<file path="src/rtl/pad_cond_pkg.sv">
// pad_cond_pkg
//   Shared types and defaults for the pad input conditioner.
//   edge_mode_e selects which filtered edges set a pad's sticky status bit:
//   bit 0 = rising edges, bit 1 = falling edges.
package pad_cond_pkg;

  localparam int DEF_SYNC_STAGES = 2;
  localparam int DEF_CNT_W       = 8;

  typedef enum logic [1:0] {
    EDGE_NONE = 2'b00,
    EDGE_RISE = 2'b01,
    EDGE_FALL = 2'b10,
    EDGE_BOTH = 2'b11
  } edge_mode_e;

  // True when the mode lets a rising edge set status.
  function automatic logic mode_rise(input edge_mode_e m);
    return (m == EDGE_RISE) || (m == EDGE_BOTH);
  endfunction

  // True when the mode lets a falling edge set status.
  function automatic logic mode_fall(input edge_mode_e m);
    return (m == EDGE_FALL) || (m == EDGE_BOTH);
  endfunction

endpackage

</file>
<file path="src/rtl/pad_input_filter.sv">
// pad_input_filter
//   One conditioned pad channel: synchronizer chain, glitch/debounce filter,
//   filtered level and edge detection.
// Ports
//   clk_i, rst_ni      core clock, async active-low reset
//   pad_i              raw asynchronous pad level
//   filter_en_i        filter enable (0 = bypass)
//   filter_cycles_i    stability threshold F (0 = bypass)
//   val_o              synchronized, filtered level
//   rise_o / fall_o    one-cycle pulse on the first cycle of a new level
module pad_input_filter #(
  parameter int   SYNC_STAGES = 2,   // legal range 2..4
  parameter int   CNT_W       = 8,
  parameter logic RESET_VAL   = 1'b0
) (
  input  logic             clk_i,
  input  logic             rst_ni,
  input  logic             pad_i,
  input  logic             filter_en_i,
  input  logic [CNT_W-1:0] filter_cycles_i,
  output logic             val_o,
  output logic             rise_o,
  output logic             fall_o
);

  logic [SYNC_STAGES-1:0] sync_q;
  logic                   sync_s;
  logic [CNT_W-1:0]       cnt_q, cnt_d;
  logic                   val_q, val_d;
  logic                   hist_q;
  logic                   bypass;

  // Plain flop chain: nothing may sit between the stages.
  always_ff @(posedge clk_i or negedge rst_ni) begin
    if (!rst_ni) begin
      sync_q <= {SYNC_STAGES{RESET_VAL}};
    end else begin
      sync_q <= {sync_q[SYNC_STAGES-2:0], pad_i};
    end
  end

  assign sync_s = sync_q[SYNC_STAGES-1];
  assign bypass = !filter_en_i || (filter_cycles_i == '0);

  // The level changes only once the synchronized input has disagreed with it
  // for F consecutive cycles. The >= compare means a threshold lowered below
  // the running count takes effect on the next mismatching cycle.
  always_comb begin
    val_d = val_q;
    cnt_d = cnt_q;
    if (bypass) begin
      val_d = sync_s;
      cnt_d = '0;
    end else if (sync_s == val_q) begin
      cnt_d = '0;
    end else if (cnt_q >= (filter_cycles_i - CNT_W'(1))) begin
      val_d = sync_s;
      cnt_d = '0;
    end else if (cnt_q != '1) begin
      cnt_d = cnt_q + CNT_W'(1);
    end
  end

  always_ff @(posedge clk_i or negedge rst_ni) begin
    if (!rst_ni) begin
      cnt_q  <= '0;
      val_q  <= RESET_VAL;
      hist_q <= RESET_VAL;
    end else begin
      cnt_q  <= cnt_d;
      val_q  <= val_d;
      hist_q <= val_q;
    end
  end

  // History resets to the same value as the level, so reset release is silent.
  assign val_o  = val_q;
  assign rise_o = val_q & ~hist_q;
  assign fall_o = ~val_q & hist_q;

endmodule

</file>
<file path="src/rtl/pad_input_conditioner.sv">
// pad_input_conditioner
//   Conditions NUM_PADS raw input-pad levels: synchronize, filter, detect
//   edges, keep sticky per-pad event status and raise one level interrupt.
// Ports
//   clk_i, rst_ni      core clock, async active-low reset
//   pad_in_i           raw pad levels (asynchronous)
//   filter_en_i        per-pad filter enable
//   filter_cycles_i    shared stability threshold F
//   edge_mode_i        per-pad edge_mode_e, pad k at [2k+1:2k]
//   irq_en_i           per-pad interrupt mask
//   status_clr_i       one-cycle clear per status bit
//   pad_val_o          filtered levels
//   rise_o / fall_o    one-cycle edge pulses
//   status_o           sticky event flags
//   irq_o              OR of (status_o & irq_en_i)
module pad_input_conditioner
  import pad_cond_pkg::*;
#(
  parameter int   NUM_PADS    = 4,
  parameter int   SYNC_STAGES = DEF_SYNC_STAGES,
  parameter int   CNT_W       = DEF_CNT_W,
  parameter logic RESET_VAL   = 1'b0
) (
  input  logic [0:0]          clk_i,
  input  logic                rst_ni,
  input  logic [NUM_PADS-1:0] pad_in_i,
  input  logic [NUM_PADS-1:0] filter_en_i,
  input  logic [CNT_W-1:0]    filter_cycles_i,
  input  logic [2*NUM_PADS-1:0] edge_mode_i,
  input  logic [NUM_PADS-1:0] irq_en_i,
  input  logic [NUM_PADS-1:0] status_clr_i,
  output logic [NUM_PADS-1:0] pad_val_o,
  output logic [NUM_PADS-1:0] rise_o,
  output logic [NUM_PADS-1:0] fall_o,
  output logic [NUM_PADS-1:0] status_o,
  output logic                irq_o
);

  logic [NUM_PADS-1:0] status_q, status_d;
  logic [NUM_PADS-1:0] set_evt;

  for (genvar k = 0; k < NUM_PADS; k++) begin : g_pad
    pad_input_filter #(
      .SYNC_STAGES (SYNC_STAGES),
      .CNT_W       (CNT_W),
      .RESET_VAL   (RESET_VAL)
    ) u_filter (
      .clk_i           (clk_i[0]),
      .rst_ni          (rst_ni),
      .pad_i           (pad_in_i[k]),
      .filter_en_i     (filter_en_i[k]),
      .filter_cycles_i (filter_cycles_i),
      .val_o           (pad_val_o[k]),
      .rise_o          (rise_o[k]),
      .fall_o          (fall_o[k])
    );
  end

  // A new event wins over a same-cycle clear so no edge is ever lost.
  always_comb begin
    set_evt  = '0;
    status_d = status_q;
    for (int k = 0; k < NUM_PADS; k++) begin
      set_evt[k] = (rise_o[k] & mode_rise(edge_mode_e'(edge_mode_i[2*k +: 2]))) |
                   (fall_o[k] & mode_fall(edge_mode_e'(edge_mode_i[2*k +: 2])));
      if (set_evt[k]) begin
        status_d[k] = 1'b1;
      end else if (status_clr_i[k]) begin
        status_d[k] = 1'b0;
      end
    end
  end

  always_ff @(posedge clk_i[0] or negedge rst_ni) begin
    if (!rst_ni) begin
      status_q <= '0;
    end else begin
      status_q <= status_d;
    end
  end

  assign status_o = status_q;
  // Mask applies only here, so unmasking a pending event raises irq at once.
  assign irq_o    = |(status_q & irq_en_i);

endmodule

</file>
<file path="config.mk">
export PLATFORM = sky130hd
export DESIGN_NAME = pad_input_conditioner
export DESIGN_NICKNAME = d
export VERILOG_FILES = /design/src/rtl/pad_cond_pkg.sv /design/src/rtl/pad_input_filter.sv /design/src/rtl/pad_input_conditioner.sv
export SDC_FILE = /design/constraint.sdc
export NUM_CORES = 1
export LEC_CHECK = 0
export CORE_MARGIN = 2
export CORE_UTILIZATION = 31
export DETAILED_ROUTE_END_ITERATION = 8
export SLEW_MARGIN = 20
export SYNTH_ARGS = -nofsm -noshare
export SYNTH_HDL_FRONTEND = slang
export SYNTH_HIERARCHICAL = 1
export SYNTH_SLANG_ARGS = --single-unit
</file>
<file path="constraint.sdc">
create_clock -name clk_i -period 4.9 [get_ports clk_i]
set_clock_uncertainty 0.05 [all_clocks]
set_input_delay 0.49 -clock clk_i [delete_from_list [all_inputs] [get_ports clk_i]]
set_output_delay 0.49 -clock clk_i [all_outputs]
set_load 0.01 [all_outputs]
</file>
==> run_summary.xml, run 1 <==
<?xml version="1.0" encoding="UTF-8"?>
<metrics>
  <group name="critical_path">
    <metric name="worst_r2r_endpoint" unit="">g_pad[0].u_filter/cnt_q[2]</metric>
    <metric name="maximum_net_fanout_on_the_critical_path" unit="">15</metric>
    <metric name="ff2ff_setup_slack" unit="ps">2660</metric>
    <metric name="critical_path_required" unit="ps">5040</metric>
    <metric name="cp_data_arrival_time" unit="ps">3830</metric>
    <metric name="worstSetupStartpointType" unit="">input port</metric>
    <metric name="critical_path.endpoint_type" unit="">flip-flop</metric>
    <metric name="path_class" unit="">in2reg</metric>
    <metric name="path_depth_of_the_worst_reg2reg_path" unit="">6</metric>
    <metric name="worstReg2RegStart" unit="">g_pad[0].u_filter/cnt_q[0]</metric>
  </group>
  <group name="synth">
    <metric name="yosysSeqAreaShare" unit="">0.354</metric>
    <metric name="yosys.area_share.adder" unit="">0.150</metric>
    <metric name="synth_cell_type_count" unit="">43</metric>
    <metric name="synth.largest_area_cell" unit="">sky130_fd_sc_hd__dfrtp_1</metric>
    <metric name="ys_warn_count" unit="">6</metric>
    <metric name="async_flop_share" unit="">1.00</metric>
    <metric name="synth-compound-area-share" unit="">0.133</metric>
    <metric name="synth.net_count" unit="">452</metric>
    <metric name="synth_simple_gate_area_frac" unit="">0.225</metric>
    <metric name="largest_family_of_logic_cells_by_synthesized_area" unit="">simple AND/OR/NAND/NOR gates</metric>
    <metric name="synth-xor-area-share" unit="">0.0785</metric>
    <metric name="synthMuxAreaShare" unit="">0.0340</metric>
    <metric name="synth-edff-count" unit="">0</metric>
    <metric name="dominant_synthesized_flop_cell" unit="">sky130_fd_sc_hd__dfrtp_1</metric>
    <metric name="mappedNetlistArea" unit="um2">3680</metric>
    <metric name="ys_seq_elements" unit="">52</metric>
    <metric name="synth_top_cell_area_share" unit="">0.354</metric>
    <metric name="synth.area.top_cells" unit="">sky130_fd_sc_hd__dfrtp_1, sky130_fd_sc_hd__ha_1, sky130_fd_sc_hd__xnor2_1</metric>
    <metric name="synthesis.instances" unit="">374</metric>
    <metric name="avgSynthCellArea" unit="um2">9.84</metric>
  </group>
  <group name="global_routing">
    <metric name="overflow" unit="">0</metric>
    <metric name="globalRouteTotalUtil" unit="">0.129</metric>
    <metric name="grt.met2_usage" unit="">0.216</metric>
    <metric name="grt_pass1_wl" unit="um">13500</metric>
    <metric name="grt_max_degree" unit="">53</metric>
    <metric name="busiest_layer_in_global_routing" unit="">met2</metric>
    <metric name="grtUsageMet3" unit="">0.0246</metric>
    <metric name="grt_pass1_vias" unit="">2862</metric>
    <metric name="globalRouteMet1Util" unit="">0.173</metric>
    <metric name="antenna_violations_before_repair" unit="">0</metric>
  </group>
  <group name="detailed_routing">
    <metric name="first_iter_violations" unit="">112</metric>
    <metric name="detail_route.first_pass.iterations" unit="">6</metric>
    <metric name="remaining_drc_errors" unit="">0</metric>
    <metric name="routed_wl" unit="um">7630</metric>
    <metric name="routed_wire_length_per_instance" unit="um">13.2</metric>
    <metric name="vias" unit="">2906</metric>
    <metric name="route.antenna.remaining_nets" unit="">0</metric>
    <metric name="post_drt_via_cell_ratio" unit="">5.05</metric>
  </group>
  <group name="timing">
    <metric name="maxSlewViolCount" unit="">0</metric>
    <metric name="post-route-worst-setup-slack" unit="ps">1220</metric>
    <metric name="rsz0062_at_grt" unit="">no</metric>
    <metric name="tightest_slew" unit="ps">777</metric>
    <metric name="timing.final.hold_violations" unit="">0</metric>
    <metric name="final_critical_delay_including_setup_and_external_delays" unit="ps">3680</metric>
    <metric name="slew_headroom" unit="">0.481</metric>
    <metric name="setup-tns-final" unit="ps">0</metric>
    <metric name="setup_viol" unit="">0</metric>
    <metric name="final_min_period_over_clock_period" unit="">0.751</metric>
    <metric name="clock.fmax" unit="MHz">272</metric>
  </group>
  <group name="power_and_ir_drop">
    <metric name="power_leakage" unit="nW">1.89</metric>
    <metric name="post-layout-total-power" unit="W">0.00105</metric>
    <metric name="power-per-cell-area" unit="nW/um2">232</metric>
    <metric name="ir_worst_vdd" unit="mV">0.146</metric>
  </group>
  <group name="clock_tree">
    <metric name="clock_buffer_depth" unit="">2</metric>
    <metric name="clkLatencyLatePin" unit="ps">290</metric>
    <metric name="cts-resized-gates" unit="">0</metric>
    <metric name="cts-hold-fix-buffers" unit="">0</metric>
    <metric name="clkTransAtPathRegs" unit="ps">70</metric>
    <metric name="numCtsBuffers" unit="">5</metric>
    <metric name="clock_tree.htree_level_count" unit="">2</metric>
    <metric name="clkSinkCount" unit="">52</metric>
    <metric name="clock-root-buffer" unit="">sky130_fd_sc_hd__clkbuf_16</metric>
    <metric name="tritoncts" unit="">built</metric>
    <metric name="post_cts_setup_buffers" unit="">0</metric>
  </group>
  <group name="layout">
    <metric name="antenna-diode-count" unit="">0</metric>
    <metric name="drive_above_1_share" unit="">0.0693</metric>
    <metric name="final_nets" unit="">510</metric>
    <metric name="n_fill_cell" unit="">1151</metric>
    <metric name="flow.area_growth_from_synthesis" unit="%">22.5</metric>
  </group>
  <group name="die">
    <metric name="die-width" unit="um">113</metric>
    <metric name="initial_core_util" unit="">0.320</metric>
    <metric name="die_area" unit="um2">12800</metric>
    <metric name="num_rows" unit="">39</metric>
    <metric name="dieHeight" unit="um">113</metric>
    <metric name="num_io_pins" unit="">51</metric>
    <metric name="core_area" unit="um2">11500</metric>
  </group>
  <group name="worst_hold_path">
    <metric name="hp-class" unit="">in2async</metric>
  </group>
  <group name="placement">
    <metric name="portBuffers" unit="">50</metric>
    <metric name="detailed_placement_wirelength_estimate" unit="um">5860</metric>
    <metric name="placement.setup.worst_slack" unit="ps">919</metric>
    <metric name="place.gp.congestion" unit="">0.831</metric>
  </group>
  <group name="flow_run">
    <metric name="maxCapViolations" unit="">0</metric>
  </group>
  <group name="status">
    <metric name="status" unit="">finished clean</metric>
  </group>
</metrics>
[cells by family (layout without fill, tap and decap cells)]
logic type      after synthesis  after routing
compound gates               64             64
xor+xnor                     33             33
fa+ha+maj                    44             44
buf+inv                      26             85
flops                        52             52
mux                          12             12
simple gates                143            143
[worst max-delay path by stage]
stage          slack (ps)                from                         end
2_1_floorplan        2070  filter_cycles_i[5]  g_pad[0].u_filter/cnt_q[5]
5_1_grt              1010  filter_cycles_i[3]  g_pad[0].u_filter/cnt_q[2]
6_report             1220  filter_cycles_i[3]  g_pad[0].u_filter/cnt_q[2]
4_1_cts              1190  filter_cycles_i[3]  g_pad[0].u_filter/cnt_q[2]
3_3_place_gp          970  filter_cycles_i[3]  g_pad[2].u_filter/cnt_q[5]
3_5_place_dp          920  filter_cycles_i[3]  g_pad[0].u_filter/cnt_q[5]
[sequential cells by signal, indices dropped and copies added (netlist names)]
register               flops
g_pad.u_filter/cnt_q      32
g_pad.u_filter/sync_q      8
g_pad.u_filter/hist_q      4
g_pad.u_filter/val_o       4
status_o                   4
[cell usage after synthesis (all sizes together), types with 5 or more instances]
library cell / instances
a22oi: 6
a31oi: 5
and2: 7
dfrtp: 52
ha: 44
inv: 26
mux2i: 8
nand2: 29
nand3: 10
nand3b: 6
nor2: 31
nor2b: 11
nor3: 15
nor3b: 10
o211a: 6
o21ai: 17
or4: 5
xnor2: 28
xor2: 5
[metrics by stage]
step | cells | hold slack, ps | instance area [um2] | utilization
after global placement | 568 | 284 | 4360 | 0.379
after floorplan | 374 | 144 | 3680 | -
after detailed placement | 568 | 286 | 4360 | 0.379
after global routing | 576 | 306 | 4510 | 0.391
final | 576 | 273 | 4510 | 0.391
after CTS | 576 | 301 | 4510 | 0.391
[critical path, cell delays in order]
cell and delay [ps]:
sky130_fd_sc_hd__clkdlybuf4s50_1 690, sky130_fd_sc_hd__or4_4 660, sky130_fd_sc_hd__nor4_1 250, sky130_fd_sc_hd__xnor2_1 160
sky130_fd_sc_hd__ha_1 270, sky130_fd_sc_hd__nand2_1 110, sky130_fd_sc_hd__o2111ai_1 180, sky130_fd_sc_hd__a2111oi_2 730
sky130_fd_sc_hd__nor3b_1 280
[final cells by class]
class	instances	area [um2]	share of cell area
Multi-Input combinational cell	296	2280	0.506
Sequential cell	52	1300	0.289
Timing Repair Buffer	51	503	0.112
Tap cell	143	179	0.0397
Clock buffer	8	146	0.0325
Inverter	26	97.6	0.0216
[placed cells by master (no fill, tap or decap), types with 6 or more instances in the layout]
master                            count
sky130_fd_sc_hd__inv_1               23
sky130_fd_sc_hd__nor3_1              12
sky130_fd_sc_hd__nand2_1             29
sky130_fd_sc_hd__mux2i_1              8
sky130_fd_sc_hd__nand3b_1             6
sky130_fd_sc_hd__and2_1               7
sky130_fd_sc_hd__xnor2_1             28
sky130_fd_sc_hd__a22oi_1              6
sky130_fd_sc_hd__clkdlybuf4s50_1     49
sky130_fd_sc_hd__ha_1                44
sky130_fd_sc_hd__o21ai_0             10
sky130_fd_sc_hd__dfrtp_1             52
sky130_fd_sc_hd__o211a_1              6
sky130_fd_sc_hd__nor2_1              31
sky130_fd_sc_hd__nand3_1             10
sky130_fd_sc_hd__nor2b_1             11
sky130_fd_sc_hd__nor3b_1             10
sky130_fd_sc_hd__o21ai_1              7
[power breakdown]
part / internal, W / switching [W]
logic: 0.000113 / 0.000105
clock network: 0.000204 / 0.000151
registers: 0.000451 / 0.0000209
[per-layer routing]
| layer | wire length, um | share of wire |
|---|---|---|
| met3 | 175 | 0.023 |
| met4 | 66 | 0.0087 |
| met2 | 3720 | 0.49 |
| met5 | 0 | 0 |
| met1 | 3660 | 0.48 |
(Power assumes the default switching activity.)
==> run 2: changes to the inputs <==
Clock period 4.9 ns to 3.43 ns, I/O delays scaled along.
==> run_summary.xml, run 2 (synthesis gave the netlist of run 1 again) <==
<?xml version="1.0" encoding="UTF-8"?>
<metrics>
  <group name="critical_path">
    <metric name="maximum_net_fanout_on_the_critical_path" unit="">8</metric>
    <metric name="worstSetupStartpointType" unit="">input port</metric>
    <metric name="path_class" unit="">in2reg</metric>
    <metric name="worst_r2r_endpoint" unit="">g_pad[2].u_filter/cnt_q[2]</metric>
    <metric name="critical_path_required" unit="ps">3580</metric>
    <metric name="critical_path.endpoint_type" unit="">flip-flop</metric>
    <metric name="cp_data_arrival_time" unit="ps">3330</metric>
    <metric name="ff2ff_setup_slack" unit="ps">1430</metric>
    <metric name="worstSetupEndpoint" unit="">g_pad[2].u_filter/cnt_q[2]</metric>
    <metric name="path_depth_of_the_worst_reg2reg_path" unit="">7</metric>
    <metric name="startpoint" unit="">filter_cycles_i[5]</metric>
    <metric name="worstReg2RegStart" unit="">g_pad[2].u_filter/cnt_q[0]</metric>
  </group>
  <group name="global_routing">
    <metric name="grt_pass1_vias" unit="">2947</metric>
    <metric name="globalRouteTotalUtil" unit="">0.129</metric>
    <metric name="grt_max_degree" unit="">28</metric>
    <metric name="antenna_violations_before_repair" unit="">0</metric>
    <metric name="overflow" unit="">0</metric>
    <metric name="grt_pass1_wl" unit="um">13500</metric>
  </group>
  <group name="die">
    <metric name="num_rows" unit="">39</metric>
    <metric name="dieHeight" unit="um">113</metric>
    <metric name="die-width" unit="um">113</metric>
    <metric name="core_area" unit="um2">11500</metric>
    <metric name="die_area" unit="um2">12800</metric>
    <metric name="num_io_pins" unit="">51</metric>
    <metric name="initial_core_util" unit="">0.320</metric>
  </group>
  <group name="layout">
    <metric name="final-instance-count-excl-fill" unit="">595</metric>
    <metric name="antenna-diode-count" unit="">0</metric>
    <metric name="top_register_by_number_of_flip_flops" unit="">g_pad.u_filter/cnt_q</metric>
    <metric name="highest_count_cells_in_the_layout_ignoring_fill_and_taps" unit="">sky130_fd_sc_hd__dfrtp_1, sky130_fd_sc_hd__clkdlybuf4s50_1, sky130_fd_sc_hd__ha_1</metric>
    <metric name="n_fill_cell" unit="">1146</metric>
    <metric name="final_nets" unit="">530</metric>
    <metric name="largestRegisters" unit="">g_pad.u_filter/cnt_q x32, g_pad.u_filter/sync_q x8</metric>
    <metric name="commonest_non_fill_non_tap_cell_in_the_layout" unit="">sky130_fd_sc_hd__dfrtp_1</metric>
    <metric name="final-seq-area" unit="um2">1300</metric>
    <metric name="largest_register_ffs" unit="">32</metric>
    <metric name="multi_input_area" unit="um2">2280</metric>
    <metric name="flow.area_growth_from_synthesis" unit="%">26.4</metric>
    <metric name="drive_above_1_share" unit="">0.113</metric>
    <metric name="final_area" unit="um2">4650</metric>
  </group>
  <group name="power_and_ir_drop">
    <metric name="power-per-cell-area" unit="nW/um2">320</metric>
    <metric name="power_leakage" unit="nW">1.98</metric>
    <metric name="ir_worst_vdd" unit="mV">0.163</metric>
  </group>
  <group name="timing">
    <metric name="final.hold.worst_slack" unit="ps">15.9</metric>
    <metric name="timing.final.hold_violations" unit="">0</metric>
    <metric name="slew_headroom" unit="">0.576</metric>
    <metric name="setup_viol" unit="">0</metric>
    <metric name="rsz0062_at_grt" unit="">no</metric>
    <metric name="maxSlewViolCount" unit="">0</metric>
    <metric name="setup-tns-final" unit="ps">0</metric>
    <metric name="final_critical_delay_including_setup_and_external_delays" unit="ps">3180</metric>
    <metric name="clock.fmax" unit="MHz">314</metric>
    <metric name="tightest_slew" unit="ps">634</metric>
    <metric name="final_min_period_over_clock_period" unit="">0.927</metric>
  </group>
  <group name="clock_tree">
    <metric name="cts-resized-gates" unit="">0</metric>
    <metric name="cts-hold-fix-buffers" unit="">0</metric>
    <metric name="clock_buffer_depth" unit="">2</metric>
    <metric name="numCtsBuffers" unit="">5</metric>
    <metric name="post_cts_setup_buffers" unit="">0</metric>
    <metric name="clkTransAtPathRegs" unit="ps">60</metric>
    <metric name="tritoncts" unit="">built</metric>
    <metric name="clock_tree.htree_level_count" unit="">2</metric>
    <metric name="clkLatencyLatePin" unit="ps">290</metric>
    <metric name="clock-root-buffer" unit="">sky130_fd_sc_hd__clkbuf_16</metric>
    <metric name="clkSinkCount" unit="">52</metric>
  </group>
  <group name="placement">
    <metric name="place.gp.congestion" unit="">0.802</metric>
    <metric name="detailed_placement_wirelength_estimate" unit="um">6230</metric>
    <metric name="portBuffers" unit="">50</metric>
    <metric name="placement.cell_area" unit="um2">4510</metric>
    <metric name="placed_instance_count" unit="">588</metric>
  </group>
  <group name="detailed_routing">
    <metric name="route.antenna.remaining_nets" unit="">0</metric>
    <metric name="routed_wire_length_per_instance" unit="um">13.1</metric>
    <metric name="post_drt_via_cell_ratio" unit="">4.90</metric>
    <metric name="first_iter_violations" unit="">74</metric>
    <metric name="vias" unit="">2914</metric>
    <metric name="detail_route.first_pass.iterations" unit="">6</metric>
    <metric name="routed_wl" unit="um">7810</metric>
    <metric name="remaining_drc_errors" unit="">1</metric>
  </group>
  <group name="worst_hold_path">
    <metric name="hp-class" unit="">in2async</metric>
  </group>
  <group name="status">
    <metric name="status" unit="">finished with violations</metric>
    <metric name="violations" unit="">DRC</metric>
  </group>
  <group name="flow_run">
    <metric name="maxCapViolations" unit="">0</metric>
  </group>
</metrics>
run 2: worst min-delay path by stage:
stage | startpoint | endpoint | slack, ps | cells past startpoint
after floorplan | rst_ni | g_pad[0].u_filter/cnt_q[0] | -3 | 0
after global placement | g_pad[1].u_filter/sync_q[0] | g_pad[1].u_filter/sync_q[1] | 280 | 0
after detailed placement | g_pad[2].u_filter/sync_q[0] | g_pad[2].u_filter/sync_q[1] | 290 | 0
after CTS | rst_ni | g_pad[0].u_filter/cnt_q[5] | 50 | 1
after global routing | rst_ni | g_pad[0].u_filter/cnt_q[3] | 70 | 1
final | rst_ni | g_pad[0].u_filter/cnt_q[3] | 20 | 1
run 2: worst max-delay path, stage by stage:
cell	delay [ps]
sky130_fd_sc_hd__clkdlybuf4s50_1	550
sky130_fd_sc_hd__or4_4	620
sky130_fd_sc_hd__nor4_1	300
sky130_fd_sc_hd__xnor2_1	170
sky130_fd_sc_hd__ha_1	260
sky130_fd_sc_hd__nand2_1	110
sky130_fd_sc_hd__o2111ai_1	200
sky130_fd_sc_hd__a2111oi_2	380
sky130_fd_sc_hd__buf_4	210
sky130_fd_sc_hd__nor3b_1	180
run 2: routing by layer:
layer  global-route usage  vias to the layer above  wire length, um  part of all wire
li1                     -                     1505                -                 -
met4               0.0317                        0               95             0.012
met3               0.0273                        7              197             0.025
met2                0.224                       32             3800              0.49
met1                0.164                     1370             3720              0.48
met5                    0                        -                0                 0
run 2: metrics by stage:
step | utilization | power [W] | setup slack, ps
floorplan | - | 0.000843 | 744
global placement | 0.392 | 0.00102 | 17.2
detailed placement | 0.392 | 0.00102 | -101
CTS | 0.404 | 0.00151 | 214
global route | 0.404 | 0.00157 | 23.0
finish | 0.404 | 0.00149 | 249
run 2: power breakdown:
| group | leakage (nW) | switching [W] | internal, W |
|---|---|---|---|
| logic | 1.24 | 0.000154 | 0.000178 |
| registers | 0.679 | 0.0000297 | 0.000645 |
| clock network | 0.0657 | 0.000215 | 0.000265 |
run 2: layout make-up:
type                            instances  area share
Clock buffer                            5      0.0269
Sequential cell                        52       0.280
Timing Repair Buffer                   71       0.140
Multi-Input combinational cell        296       0.491
Tap cell                              143      0.0385
Clock inverter                          2     0.00269
Inverter                               26      0.0210
